`src/rtl/fsm_controller.sv`:
```
// -----------------------------------------------------------------------------
// fsm_controller
//
// Instruction-sequencing controller for the Simple RISC Machine datapath.
// A start pulse in WAIT latches the decoded opcode/op fields and the
// controller then walks the datapath through a multicycle sequence
// (operand fetch, ALU, writeback) before returning to WAIT.
//
// All outputs are Moore outputs: they depend only on the current state and
// the latched instruction fields, never on the live decoder inputs.
//
// Ports
//   clk      in   1  rising-edge clock, shared with the datapath
//   reset_n  in   1  synchronous, active-low reset
//   s        in   1  start request, only looked at in WAIT
//   opcode   in   3  instruction bits [15:13]
//   op       in   2  instruction bits [12:11]
//   w        out  1  idle/ready, high only in WAIT
//   nsel     out  3  one-hot register select (100 Rn, 010 Rd, 001 Rm)
//   vsel     out  2  writeback source (00 C, 10 sximm8)
//   write    out  1  register-file write enable
//   loada    out  1  A register enable
//   loadb    out  1  B register enable
//   asel     out  1  force A operand to zero
//   bsel     out  1  select sximm5 as B operand
//   ALUop    out  2  ALU operation (00 ADD, 01 SUB, 10 AND, 11 NOT B)
//   loadc    out  1  C register enable
//   loads    out  1  status register enable
// -----------------------------------------------------------------------------
module fsm_controller (
    input  logic       clk,
    input  logic       reset_n,
    input  logic       s,
    input  logic [2:0] opcode,
    input  logic [1:0] op,
    output logic       w,
    output logic [2:0] nsel,
    output logic [1:0] vsel,
    output logic       write,
    output logic       loada,
    output logic       loadb,
    output logic       asel,
    output logic       bsel,
    output logic [1:0] ALUop,
    output logic       loadc,
    output logic       loads
);

    typedef enum logic [2:0] {
        S_WAIT      = 3'd0,
        S_DECODE    = 3'd1,
        S_WRITE_IMM = 3'd2,
        S_GET_A     = 3'd3,
        S_GET_B     = 3'd4,
        S_ALU       = 3'd5,
        S_WRITE_REG = 3'd6
    } state_t;

    // Register-select codes
    localparam logic [2:0] NSEL_NONE = 3'b000;
    localparam logic [2:0] NSEL_RN   = 3'b100;
    localparam logic [2:0] NSEL_RD   = 3'b010;
    localparam logic [2:0] NSEL_RM   = 3'b001;

    // Writeback source codes
    localparam logic [1:0] VSEL_C    = 2'b00;
    localparam logic [1:0] VSEL_IMM8 = 2'b10;

    localparam logic [1:0] ALU_ADD   = 2'b00;

    state_t     r_state;
    state_t     w_next;
    logic [2:0] r_opc;
    logic [1:0] r_op;

    logic       w_start;
    logic       w_is_mov_imm;
    logic       w_is_mov_reg;
    logic       w_is_mvn;
    logic       w_is_arith;
    logic       w_is_cmp;

    // Instruction classification from the latched fields only, so decoder
    // activity during a sequence cannot disturb it.
    assign w_start      = (r_state == S_WAIT) && s;
    assign w_is_mov_imm = (r_opc == 3'b110) && (r_op == 2'b10);
    assign w_is_mov_reg = (r_opc == 3'b110) && (r_op == 2'b00);
    assign w_is_mvn     = (r_opc == 3'b101) && (r_op == 2'b11);
    assign w_is_arith   = (r_opc == 3'b101) && (r_op != 2'b11);
    assign w_is_cmp     = (r_opc == 3'b101) && (r_op == 2'b01);

    // -------------------------------------------------------------------------
    // State register and instruction latch
    // -------------------------------------------------------------------------
    always_ff @(posedge clk) begin
        if (!reset_n) begin
            r_state <= S_WAIT;
            r_opc   <= 3'b000;
            r_op    <= 2'b00;
        end else begin
            r_state <= w_next;
            if (w_start) begin
                r_opc <= opcode;
                r_op  <= op;
            end
        end
    end

    // -------------------------------------------------------------------------
    // Next-state logic
    // -------------------------------------------------------------------------
    always_comb begin
        w_next = r_state;
        unique case (r_state)
            S_WAIT: begin
                if (s) begin
                    w_next = S_DECODE;
                end
            end
            S_DECODE: begin
                // Unrecognised codes drop straight back to WAIT without
                // touching any register or status enable.
                if (w_is_mov_imm) begin
                    w_next = S_WRITE_IMM;
                end else if (w_is_mov_reg || w_is_mvn) begin
                    w_next = S_GET_B;
                end else if (w_is_arith) begin
                    w_next = S_GET_A;
                end else begin
                    w_next = S_WAIT;
                end
            end
            S_WRITE_IMM: w_next = S_WAIT;
            S_GET_A:     w_next = S_GET_B;
            S_GET_B:     w_next = S_ALU;
            S_ALU: begin
                // CMP only updates status; it has no writeback cycle.
                if (w_is_cmp) begin
                    w_next = S_WAIT;
                end else begin
                    w_next = S_WRITE_REG;
                end
            end
            S_WRITE_REG: w_next = S_WAIT;
            default:     w_next = S_WAIT;
        endcase
    end

    // -------------------------------------------------------------------------
    // Output decode
    // -------------------------------------------------------------------------
    always_comb begin
        w     = 1'b0;
        nsel  = NSEL_NONE;
        vsel  = VSEL_C;
        write = 1'b0;
        loada = 1'b0;
        loadb = 1'b0;
        asel  = 1'b0;
        bsel  = 1'b0;
        ALUop = ALU_ADD;
        loadc = 1'b0;
        loads = 1'b0;
        unique case (r_state)
            S_WAIT: begin
                w = 1'b1;
            end
            S_DECODE: begin
                // Pure decode cycle, nothing enabled.
            end
            S_WRITE_IMM: begin
                nsel  = NSEL_RN;
                vsel  = VSEL_IMM8;
                write = 1'b1;
            end
            S_GET_A: begin
                nsel  = NSEL_RN;
                loada = 1'b1;
            end
            S_GET_B: begin
                nsel  = NSEL_RM;
                loadb = 1'b1;
            end
            S_ALU: begin
                loadc = 1'b1;
                loads = w_is_cmp;
                // MOV Rd,Rm is implemented as 0 + (shifted) B, so the A
                // operand is forced to zero and the ALU is told to add.
                if (w_is_mov_reg) begin
                    asel  = 1'b1;
                    ALUop = ALU_ADD;
                end else begin
                    asel  = 1'b0;
                    ALUop = r_op;
                end
            end
            S_WRITE_REG: begin
                nsel  = NSEL_RD;
                vsel  = VSEL_C;
                write = 1'b1;
            end
            default: begin
                w = 1'b0;
            end
        endcase
    end

endmodule

```
`config.mk`:
```
export PLATFORM = sky130hd
export DESIGN_NAME = fsm_controller
export DESIGN_NICKNAME = d
export VERILOG_FILES = /design/src/rtl/fsm_controller.sv
export SDC_FILE = /design/constraint.sdc
export NUM_CORES = 1
export LEC_CHECK = 0
export CORE_MARGIN = 2
export CORE_UTILIZATION = 40
export DETAILED_ROUTE_END_ITERATION = 8
export HOLD_SLACK_MARGIN = 0.02
export PLACE_DENSITY_LB_ADDON = 0.08
export RECOVER_POWER = 100
export SYNTH_ARGS = -nofsm -noshare
export SYNTH_HDL_FRONTEND = slang
export SYNTH_SLANG_ARGS = --single-unit
```
`constraint.sdc`:
```
create_clock -name clk -period 1.6 [get_ports clk]
set_input_delay 0.16 -clock clk [delete_from_list [all_inputs] [get_ports clk]]
set_output_delay 0.16 -clock clk [all_outputs]
set_load 0.02 [all_outputs]
```
## After elaboration in Yosys (flattened, before gate mapping)

Index checks and enable logic that the tools add are counted.

| storage, ports and cells | value |
|---|---|
| flip-flop bits (word level) | 8 |
| input bits | 8 |
| output and inout bits | 15 |
| word-level logic and storage cells | 45 |

| operators by class | value |
|---|---|
| equality and inequality tests | 13 |
| mux-type cells | 18 |
| reductions and logical operators | 11 |

Operator list:

| cell | number |
|---|---|
| $eq A3 B3 Y1 const B | 5 |
| $pmux W3 S5 | 1 |
| $mux W3 | 4 |
| $pmux W3 S3 | 1 |
| $mux W1 | 8 |
| $mux W2 | 4 |
| $eq A3 B2 Y1 const B | 2 |
| $logic_and A1 B1 Y1 | 6 |
| $eq A2 B2 Y1 const B | 2 |
| $ne A2 B2 Y1 const B | 2 |
| $reduce_or A2 Y1 | 2 |
| $eq A3 B1 Y1 const B | 1 |
| $logic_not A3 Y1 | 1 |
| $eq A2 B1 Y1 const B | 1 |
| $logic_not A2 Y1 | 1 |
| $logic_or A1 B1 Y1 | 1 |

## Depth between registers and ports, before layout

Gate-level depths: netlist of the first run.

| depth | value |
|---|---|
| word-level depth | 6 |
| depth in mapped cells | 5 |

## Worst setup path before layout of the first run

Ideal clock, no wire load.

| timing path | value |
|---|---|
| kind | register -> output |
| from | register r_state[2] |
| to | output nsel[0] |
| arrival | 1.303 ns |
| data required time | 1.440 ns |
| slack | 0.137 ns |
| cell stages (with the launch flop) | 5 |
| cell sequence | dfxtp_1 buf_6 inv_1 nor3_1 buf_4 |

| on the way | value |
|---|---|
| cells in the longest elaborated chain, start to end | 3 |
| elaborated cells between the ends (all ways) | 6 |

Ends and longest elaborated chain:

| element | RTL line | RTL |
|---|---|---|
| from (decl) | 71 | `state_t r_state;` |
| from (signal assigned) | 101 | `r_state <= w_next;` |
| $eq A3 B2 Y1 | 164 | `unique case (r_state)` |
| $reduce_or A2 Y1 (no source line) | -- |  |
| $pmux W3 S3 * | 164 |  |
| to (decl) | 37 | `output logic [2:0] nsel,` |

Every way passes the cells marked *; elsewhere a longest branch is shown, timed or not.

## Worst setup path after layout of the first run

| timing path | value |
|---|---|
| from | register r_state[0] |
| to | output nsel[0] |

The elaborated chain is that of the path after synthesis.

==> results of run 1 <==
[repair_timing]
item | 4_1_cts | 5_1_grt
resized for setup | 13 | 8
gates cloned | 0 | 0
endpoints found under the setup margin | 13 | 3
[flip-flops by register name (all words and copies together) (netlist names)]
| signal | count |
|---|---|
| r_op | 2 |
| r_state | 3 |
| r_opc | 3 |
[cell type report]
type / instances / area, sq um / area share
multi-input combinational: 47 / 288 / 0.389
timing repair buffer: 29 / 233 / 0.314
sequential: 8 / 160 / 0.216
clock buffer: 3 / 22.5 / 0.0304
inverter: 5 / 18.8 / 0.0253
tap: 15 / 18.8 / 0.0253
[layer usage]
metal,GRT usage,up-vias
met5,0,-
met4,0.0250,0
met3,0.100,0
met2,0.266,13
met1,0.244,230
li1,-,275
[cells in the final DEF (no fill, tap or decap), drive strengths merged]
cell type	Yosys	routed
and2	1	1
a21o	1	1
conb	1	2
nor3b	1	1
dfxtp	8	8
a21oi	4	4
a211o	1	1
nor3	7	7
nor2	12	12
inv	5	5
nand2	3	3
o311ai	1	1
clkbuf	0	9
nand3b	1	1
and3	2	2
dlygate4sd2	0	10
nand4b	1	1
nand4bb	1	1
buf	7	6
mux2	1	1
o2111ai	1	1
clkdlybuf4s50	0	7
nor4	2	2
mux2i	5	5
[cells by family after synthesis]
group	count (synthesis)	synth area share
DFF	8	0.304
muxes	6	0.116
and+or+nand+nor	31	0.311
buffers and inverters	12	0.157
AOI/OAI and AO/OA	8	0.105
other	1	0.00712
[worst min-delay path by stage]
stage                     startpoint                     to  slack, ns  cells past startpoint
2_1_floorplan                  op[1]   r_op[1]$_SDFFE_PN0P_       0.31                      2
3_3_place_gp   r_opc[1]$_SDFFE_PN0P_  r_opc[1]$_SDFFE_PN0P_       0.55                      2
3_5_place_dp   r_opc[1]$_SDFFE_PN0P_  r_opc[1]$_SDFFE_PN0P_       0.55                      2
4_1_cts                        op[1]   r_op[1]$_SDFFE_PN0P_       0.52                      3
5_1_grt                    opcode[1]  r_opc[1]$_SDFFE_PN0P_       0.51                      3
6_report                       op[1]   r_op[1]$_SDFFE_PN0P_       0.52                      3
[stage by stage]
stage | instance area (sq um) | hold WS [ns] | total power, W
finish | 741 | 0.517 | 0.000467
global placement | 753 | 0.548 | 0.000315
global route | 741 | 0.512 | 0.000496
floorplan | 531 | 0.307 | 0.000287
CTS | 759 | 0.518 | 0.000474
detailed placement | 753 | 0.553 | 0.000316
[worst max-delay path, cell delays in order (launching register included)]
cell	delay [ns]
dfxtp_1	0.30
clkbuf_2	0.15
nor3_1	0.23
dlygate4sd2_1	0.36
[power by group through the flow]
| stage | clock network [W] | logic (W) | registers (W) |
|---|---|---|---|
| after floorplan | 0 | 0.0000630 | 0.000224 |
| after global placement | 0 | 0.0000896 | 0.000225 |
| after detailed placement | 0 | 0.0000908 | 0.000226 |
| after CTS | 0.000163 | 0.0000894 | 0.000221 |
| after global routing | 0.000176 | 0.0000961 | 0.000224 |
| final | 0.000158 | 0.0000872 | 0.000222 |
==> metrics.txt, run 1 <==
CTS buffer count=3; DRC Markers=0; Hold Vio Cnt, Final=0; Worst setup SP type=register; Row Count=13; Post-Syn Area per Cell=roughly 8.0 sq um; Vias/cell=4.84; power share of the combinational group=0.187; placed cell count=roughly 100; Final Critical Period=about 1.5 ns; Congestion Overflow GR=0; Setup Buffers After CTS=0; Crit Path Max Fanout=7; reg2reg end=r_op[0]$_SDFFE_PN0P_; r2r worst-path depth=5; DR top layer=met3; clk_skew=between 0.003 and 0.004 ns; die width=slightly above 40 um; worst slack at placement=around 0.057 ns; Initial Util=0.415; WL met2=between 500 and 600 um; most frequent cell after synthesis=nor2_1; r2r startpoint=r_state[0]$_SDFFE_PN0P_; leak pwr=roughly 0.36 nW; CP arrival=around 1.3 ns; ys flop type=dfxtp_1; largest net degree at the start of global routing=11; vias=just over 500; Clock Power Share=0.339; RSZ-0062 raised after global routing=no; vias in the first global route=~420; f_max=about 680 MHz; PD cells=~630 mW/mm^2; PortBufs=20; Tot GR Track Use=0.184; period utilization=0.914; share of layout cells above drive strength 1=0.185; Hold Crit Class=primary input to register; Yosys reg bits=8; main area contributors after synthesis=dfxtp_1, mux2i_1, nor2_1; endpoints failing setup=0; DR pass1 iterations=4; CP required=roughly 1.4 ns; CP Capture Type=output pin; H-tree levels=1; Layout Nets=between 100 and 150; diode count=0; fin. max-slew vios=0; initial antenna violation count=0; fill count=between 100 and 150; CP Launch Point=r_state[0]$_SDFFE_PN0P_; CTS tree=yes; hold buffers post-CTS=0; clock root cell=clkbuf_4; reg2reg setup slack=0.19 ns; Core ar.=0.00127 sq mm; Netlist cell types=24; die area=around 0.0016 sq mm; setup TNS=0 ns; GPL Wtd Cong=a little over 0.7; Clock Latency Late Sink=about 0.26 ns; EDFF count, synth=0; Int Pwr=between 0.0003 and 0.0004 W; wire per inst=~11 um; ys async rst share=0; met1 wire length=between 500 and 600 um; Boundary Pins=23; CTS sink count=8; synth warn=0; starting DRC count in detailed routing=9; cells after synthesis=66; Sw Ratio=0.267; IR drop worst, VDD=706 uV; min setup slack post-route=~0.14 ns; outcome=complete, no violations; Reg power frac=0.474; clk buf depth=2; post-synth top area share=0.304; most instantiated cells after synthesis=nor2_1, dfxtp_1, nor3_1; clk slew on worst S/H paths=around 0.060 ns; Critical Path End=nsel[0]; Sw Pwr=about 0.00012 W; dpl hpwl=roughly 930 um; drt total wl=around 1.2 mm; post-route antenna net violation count=0; post-synthesis cell area=~530 sq um; WS Path Type=register to output pin; first-pass GRT wire length=~1.9 mm; met3 WL=75 um; cell taking the most area after synthesis=dfxtp_1; area grow syn2layout=40.6%; maxcap violations=0; sequential area share after synthesis=0.304; Layout Utilization=0.584; non-filler cells, final=roughly 110; Die H=40.3 um
No activity file was read; power rests on OpenSTA's default activity.
==> inputs of run 2 (changes only) <==
--- a/config.mk
+++ b/config.mk
@@ -6,9 +6,8 @@
 export NUM_CORES = 1
 export LEC_CHECK = 0
 export CORE_MARGIN = 2
-export CORE_UTILIZATION = 40
+export CORE_UTILIZATION = 23
 export DETAILED_ROUTE_END_ITERATION = 8
-export HOLD_SLACK_MARGIN = 0.02
 export PLACE_DENSITY_LB_ADDON = 0.08
 export RECOVER_POWER = 100
 export SYNTH_ARGS = -nofsm -noshare
==> run 2 against run 1 <==
Non-clock buffer count up 1. Cell count is 13% higher. Hold slack gained 0.0015 ns. Clock power barely moved. Critical path type unchanged. Highest routed layer is now met4. Wire length is 12% higher. Die area grew 66%. Sequential power about the same. Worst setup slack got worse by 0.097 ns. Power grew 1.3%.
==> metrics.txt, run 2 (synthesis results as in run 1) <==
r2r startpoint=r_state[0]$_SDFFE_PN0P_; Reg power frac=0.468 (-0.006); H-tree levels=1 (unchanged); min setup slack post-route=0.0405 ns (-0.0972 ns); WS Path Type=register to output pin; Die H=51.9 um (+29%); maxcap violations=0 (unchanged); Sw Ratio=0.271 (+0.00485); final instance area=774 sq um (+4.6%); hold buffers post-CTS=0 (unchanged); Setup Buffers After CTS=0 (unchanged); starting DRC count in detailed routing=5 (-4); Clock Power Share=0.341 (+0.002); Hold Vio Cnt, Final=0 (unchanged); clk slew on worst S/H paths=0.06 ns (about the same); first-pass GRT wire length=2.21 mm (+15%); worst slack at placement=0.0105 ns (-0.0462 ns); Initial Util=0.240 (-0.175); most common cell after layout, fill and taps aside=nor2_1; Worst setup SP type=register; fin. max-slew vios=0 (unchanged); r2r worst-path depth=5 (unchanged); die area=0.00269 sq mm (+66%); GPL Wtd Cong=0.724 (+0.22%); Layout Nets=103 (+0.98%); largest net degree at the start of global routing=11 (unchanged); Hold Crit Class=primary input to register; outcome=complete, no violations; dpl hpwl=1.04 mm (+12%); area grow syn2layout=47.0%; DRC Markers=0 (unchanged); Tot GR Track Use=0.116 (-0.0680); Core ar.=0.00219 sq mm (+73%); IR drop worst, VDD=287 uV (-59%); vias=549 (+6.0%); Row Count=17 (+4); CP Capture Type=output pin; fill count=248 (+88%); CP Launch Point=r_state[2]$_SDFFE_PN0P_; commonest non-fill, non-tap cells in the layout=nor2_1, buf_4, dfxtp_1, clkdlybuf4s50_1, dlygate4sd2_1; biggest regs=r_opc: 3 flops, r_state: 3 flops, r_op: 2 flops; CTS buffer count=3 (unchanged); wire per inst=11.0 um (-1.2%); Final Critical Period=1.56 ns (+0.0972 ns); diode count=0 (unchanged); PortBufs=20 (unchanged); die width=51.9 um (+29%); vias in the first global route=532 (+25%); Int Pwr=0.000345 W (+0.60%); register area=160 sq um (unchanged); Critical Path End=loads; share of layout cells above drive strength 1=0.183 (-0.00199); clock root cell=clkbuf_4; Congestion Overflow GR=0 (unchanged); period utilization=0.975 (+0.0608); Sw Pwr=0.000128 W (+3.1%); f_max=641 MHz (-6.2%); reg2reg setup slack=0.17 ns (-0.02 ns); CP arrival=1.40 ns (+0.10 ns); post-route antenna net violation count=0 (unchanged); RSZ-0062 raised after global routing=yes; PD cells=611 mW/mm^2 (-3.1%); DR pass1 iterations=4 (unchanged); Boundary Pins=23 (unchanged); power share of the combinational group=0.191 (+0.004); CTS tree=yes; clk_skew=0.00189 ns (-0.00173 ns); Crit Path Max Fanout=4 (-3); endpoints failing setup=0 (unchanged); reg2reg end=r_opc[0]$_SDFFE_PN0P_; clk buf depth=2 (unchanged); multi-input logic area=288 sq um (unchanged); DP Area=777 sq um (+3.2%); CTS sink count=8 (unchanged); drt total wl=1.33 mm (+12%); CP required=1.44 ns (about the same); Clock Latency Late Sink=0.26 ns (about the same); Vias/cell=4.54 (-6.3%); initial antenna violation count=0 (unchanged); leak pwr=0.357 nW (-0.59%)
## run 2: cell count changes in the layout (fill, tap and decap cells not counted)
cell | before | now
buf_4 | 6 | 9
clkdlybuf4s15_1 | 0 | 3
dlygate4sd2_1 | 10 | 7
clkbuf_2 | 3 | 1
clkbuf_4 | 4 | 3
dlygate4sd1_1 | 0 | 1
## run 2: routing by layer
layer  share of wire  wire (um)  global-route usage
met5               0          0                   0
met4          0.0090         12              0.0789
met3           0.045         60              0.0345
met2            0.49        650               0.181
met1            0.46        611               0.134
## run 2: cell type report
type | instances | share of cell area
timing repair buffer | 30 | 0.323
tap | 28 | 0.0452
multi-input combinational | 47 | 0.372
inverter | 5 | 0.0242
sequential | 8 | 0.207
clock buffer | 3 | 0.0291
## run 2: worst max-delay path: stages, from the launching register on
cell and delay, ns:
dfxtp_1 0.33, inv_1 0.05, nor2_1 0.13, nand2_1 0.12, nor3_1 0.18, clkdlybuf4s15_1 0.33
## run 2: how the worst min path moves through the flow
stage / start / endpoint / slack, ns / cells after the start
3_5_place_dp: r_opc[1]$_SDFFE_PN0P_ / r_opc[1]$_SDFFE_PN0P_ / 0.56 / 2
2_1_floorplan: op[1] / r_op[1]$_SDFFE_PN0P_ / 0.31 / 2
6_report: op[0] / r_op[0]$_SDFFE_PN0P_ / 0.52 / 3
3_3_place_gp: r_opc[1]$_SDFFE_PN0P_ / r_opc[1]$_SDFFE_PN0P_ / 0.55 / 2
4_1_cts: opcode[1] / r_opc[1]$_SDFFE_PN0P_ / 0.51 / 3
5_1_grt: op[0] / r_op[0]$_SDFFE_PN0P_ / 0.52 / 3
## run 2: stage by stage
stage          hold slack [ns]  power (W)  setup TNS, ns  std cells   util
6_report                 0.518   0.000473              0        121  0.354
5_1_grt                  0.524   0.000503        -0.0870        121  0.354
4_1_cts                  0.511   0.000487              0        121  0.358
3_5_place_dp             0.555   0.000320              0        118  0.355
3_3_place_gp             0.551   0.000320              0        118  0.355
2_1_floorplan            0.307   0.000287              0         67      -
## run 2: power by group through the flow
stage	Combinational (W)	Clock, W	Sequential [W]
4_1_cts	0.0000930	0.000173	0.000221
5_1_grt	0.0000998	0.000180	0.000223
3_5_place_dp	0.0000941	0	0.000225
3_3_place_gp	0.0000940	0	0.000226
6_report	0.0000905	0.000161	0.000221
2_1_floorplan	0.0000630	0	0.000224
## run 2: timing repair
item                                   4_1_cts  5_1_grt
setup endpoints to repair                   13        5
endpoints found under the hold margin        0        0
gates cloned                                 0        0
gates resized for setup                     14        9
==> inputs of run 3 (changes only) <==
==> constraint.sdc (replaced) <==
create_clock -name clk -period 1.7 [get_ports clk]
set_input_delay 0.17 -clock clk [delete_from_list [all_inputs] [get_ports clk]]
set_output_delay 0.17 -clock clk [all_outputs]
set_load 0.02 [all_outputs]
==> run 3 against run 2 <==
Flip-flop and latch count did not move. Power fell by 8.0%. Clock power fell by 11%. Clock-buffer cell count did not move. Clock skew fell by 0.00078 ns. Die area did not move. Critical endpoint is now ALUop[0]. Register-to-register slack improved by 0.06 ns. Utilization fell by 1.1 points. Global-route usage fell by 0.83 points.
==> metrics.txt, run 3 (synthesis results as in run 1) <==
worst hold stages=3 (unchanged); Worst setup SP type=register; GR peak layer=met2; CTS tree=yes; Reg power frac=0.488 (+0.020); DRC Markers=0 (unchanged); fin. max-slew vios=0 (unchanged); CTS sink count=8 (unchanged); DR pass1 iterations=4 (unchanged); Tot GR Track Use=0.107 (-0.00830); reg2reg end=r_op[1]$_SDFFE_PN0P_; PD cells=581 mW/mm^2 (-4.9%); hold buffers post-CTS=0 (unchanged); Clock Latency Late Sink=0.25 ns (about the same); vias in the first global route=478 (-10%); Final Critical Period=1.57 ns; Setup Buffers After CTS=0 (unchanged); wire per inst=11.1 um (+0.46%); met2 Usage GRT=0.156 (-0.0253); CP arrival=1.40 ns (about the same); biggest regs=r_opc: 3 flops, r_state: 3 flops, r_op: 2 flops; maxcap violations=0 (unchanged); CTS buffer count=3 (unchanged); Layout Utilization=0.342 (-0.0114); post-route antenna net violation count=0 (unchanged); f_max=~640 MHz; hold endpoint=r_op[0]$_SDFFE_PN0P_; multi-input logic area=283 sq um (-1.7%); Congestion Overflow GR=0 (unchanged); die width=51.9 um (unchanged); diode count=0 (unchanged); reg2reg setup slack=0.23 ns (+0.06 ns); Resized Gates After CTS=11 (-3); area grow syn2layout=42.3%; commonest non-fill, non-tap cells in the layout=nor2_1, dlygate4sd2_1, nor3_1, clkdlybuf4s50_1, dfxtp_1; CP required=1.53 ns (+0.09 ns); most common cell after layout, fill and taps aside=nor2_1; vias=555 (+1.1%); Crit Path Max Fanout=4 (unchanged); share of layout cells above drive strength 1=0.152 (-0.0306); largest net degree at the start of global routing=11 (unchanged); r2r startpoint=r_state[0]$_SDFFE_PN0P_; power share of the combinational group=0.182 (-0.009); Core ar.=0.00219 sq mm (unchanged); RSZ-0062 raised after global routing=no; clock root cell=clkbuf_4; register area=161 sq um (+0.78%); r2r worst-path depth=5 (unchanged); Die H=51.9 um (unchanged); clk buf depth=2 (unchanged); drt total wl=1.33 mm (-0.37%); met3 Resource Use GR=0.0546 (+0.0201); IR drop worst, VDD=396 uV (+38%); Vias/cell=4.63 (+1.9%); Hold Crit Class=primary input to register; endpoints failing setup=0 (unchanged); Row Count=17 (unchanged); outcome=complete, no violations; first-pass GRT wire length=2.10 mm (-5.0%); clk_skew=0.00111 ns (-0.000780 ns); leak pwr=0.347 nW (-2.8%); Layout Nets=102 (-0.97%); starting DRC count in detailed routing=9 (+4); WS Path Type=register to output pin; setup TNS=0 ns (unchanged); Sw Pwr=0.000113 W (-12%); Hold Crit Start=op[0]; CP Capture Type=output pin; die area=0.00269 sq mm (unchanged); Hold Vio Cnt, Final=0 (unchanged); period utilization=0.922; H-tree levels=1 (unchanged); dpl hpwl=1.00 mm (-3.8%); Clock Power Share=0.331 (-0.010); Sw Ratio=0.259 (-0.0129); met1 usage=0.127 (-0.00659); PortBufs=20 (unchanged); Boundary Pins=23 (unchanged); fill count=260 (+4.8%); Int Pwr=0.000323 W (-6.4%); Initial Util=0.240 (unchanged); initial antenna violation count=0 (unchanged); GPL Wtd Cong=0.754 (+4.1%); clk slew on worst S/H paths=0.05 ns (about the same)
==> run 3: changes by cell type in the layout (fill, tap and decap cells not counted), sizes merged <==
| cell | change |
|---|---|
| buf | -5 |
| clkbuf | +5 |
| clkdlybuf4s15 | -3 |
| dlygate4sd1 | -1 |
| dlygate4sd2 | +3 |
==> run 3: per-layer routing <==
layer | routed length (um) | vias to the layer above
li1 | - | 277
met2 | 577 | 20
met4 | 53 | 0
met3 | 94 | 8
met1 | 603 | 250
met5 | 0 | -
==> run 3: critical path: stages (launching register included) <==
cell,delay (ns)
dfxtp_1,0.35
nor2_1,0.15
clkbuf_4,0.15
and3_2,0.17
dlygate4sd2_1,0.33
==> run 3: worst max-delay path by stage <==
stage,from,endpoint
finish,r_state[1]$_SDFFE_PN0P_,ALUop[0]
global route,r_state[2]$_SDFFE_PN0P_,loads
CTS,r_state[1]$_SDFFE_PN0P_,loadc
detailed placement,r_state[1]$_SDFFE_PN0P_,asel
global placement,r_state[1]$_SDFFE_PN0P_,asel
floorplan,r_state[2]$_SDFFE_PN0P_,nsel[0]
==> run 3: cell type report <==
class / count / share of cell area
Timing Repair Buffer: 29 / 0.306
Inverter: 5 / 0.0250
Multi-Input combinational cell: 47 / 0.377
Clock buffer: 3 / 0.0301
Sequential cell: 8 / 0.215
Tap cell: 28 / 0.0467
==> run 3: power by group through the flow <==
stage               sequential, W  combinational (W)  clock (W)
finish                   0.000212          0.0000791   0.000144
global route             0.000214          0.0000873   0.000156
CTS                      0.000212          0.0000811   0.000149
detailed placement       0.000215          0.0000825          0
global placement         0.000216          0.0000827          0
floorplan                0.000211          0.0000593          0
==> run 3: metrics by stage <==
stage,instance area [sq um],hold slack (ns),setup WS (ns),instances,total power [W]
floorplan,531,0.317,0.227,67,0.000270
global placement,769,0.553,0.139,117,0.000298
detailed placement,769,0.552,0.109,117,0.000298
CTS,781,0.530,0.000608,120,0.000442
global route,749,0.545,0.0153,120,0.000457
finish,749,0.531,0.132,120,0.000435
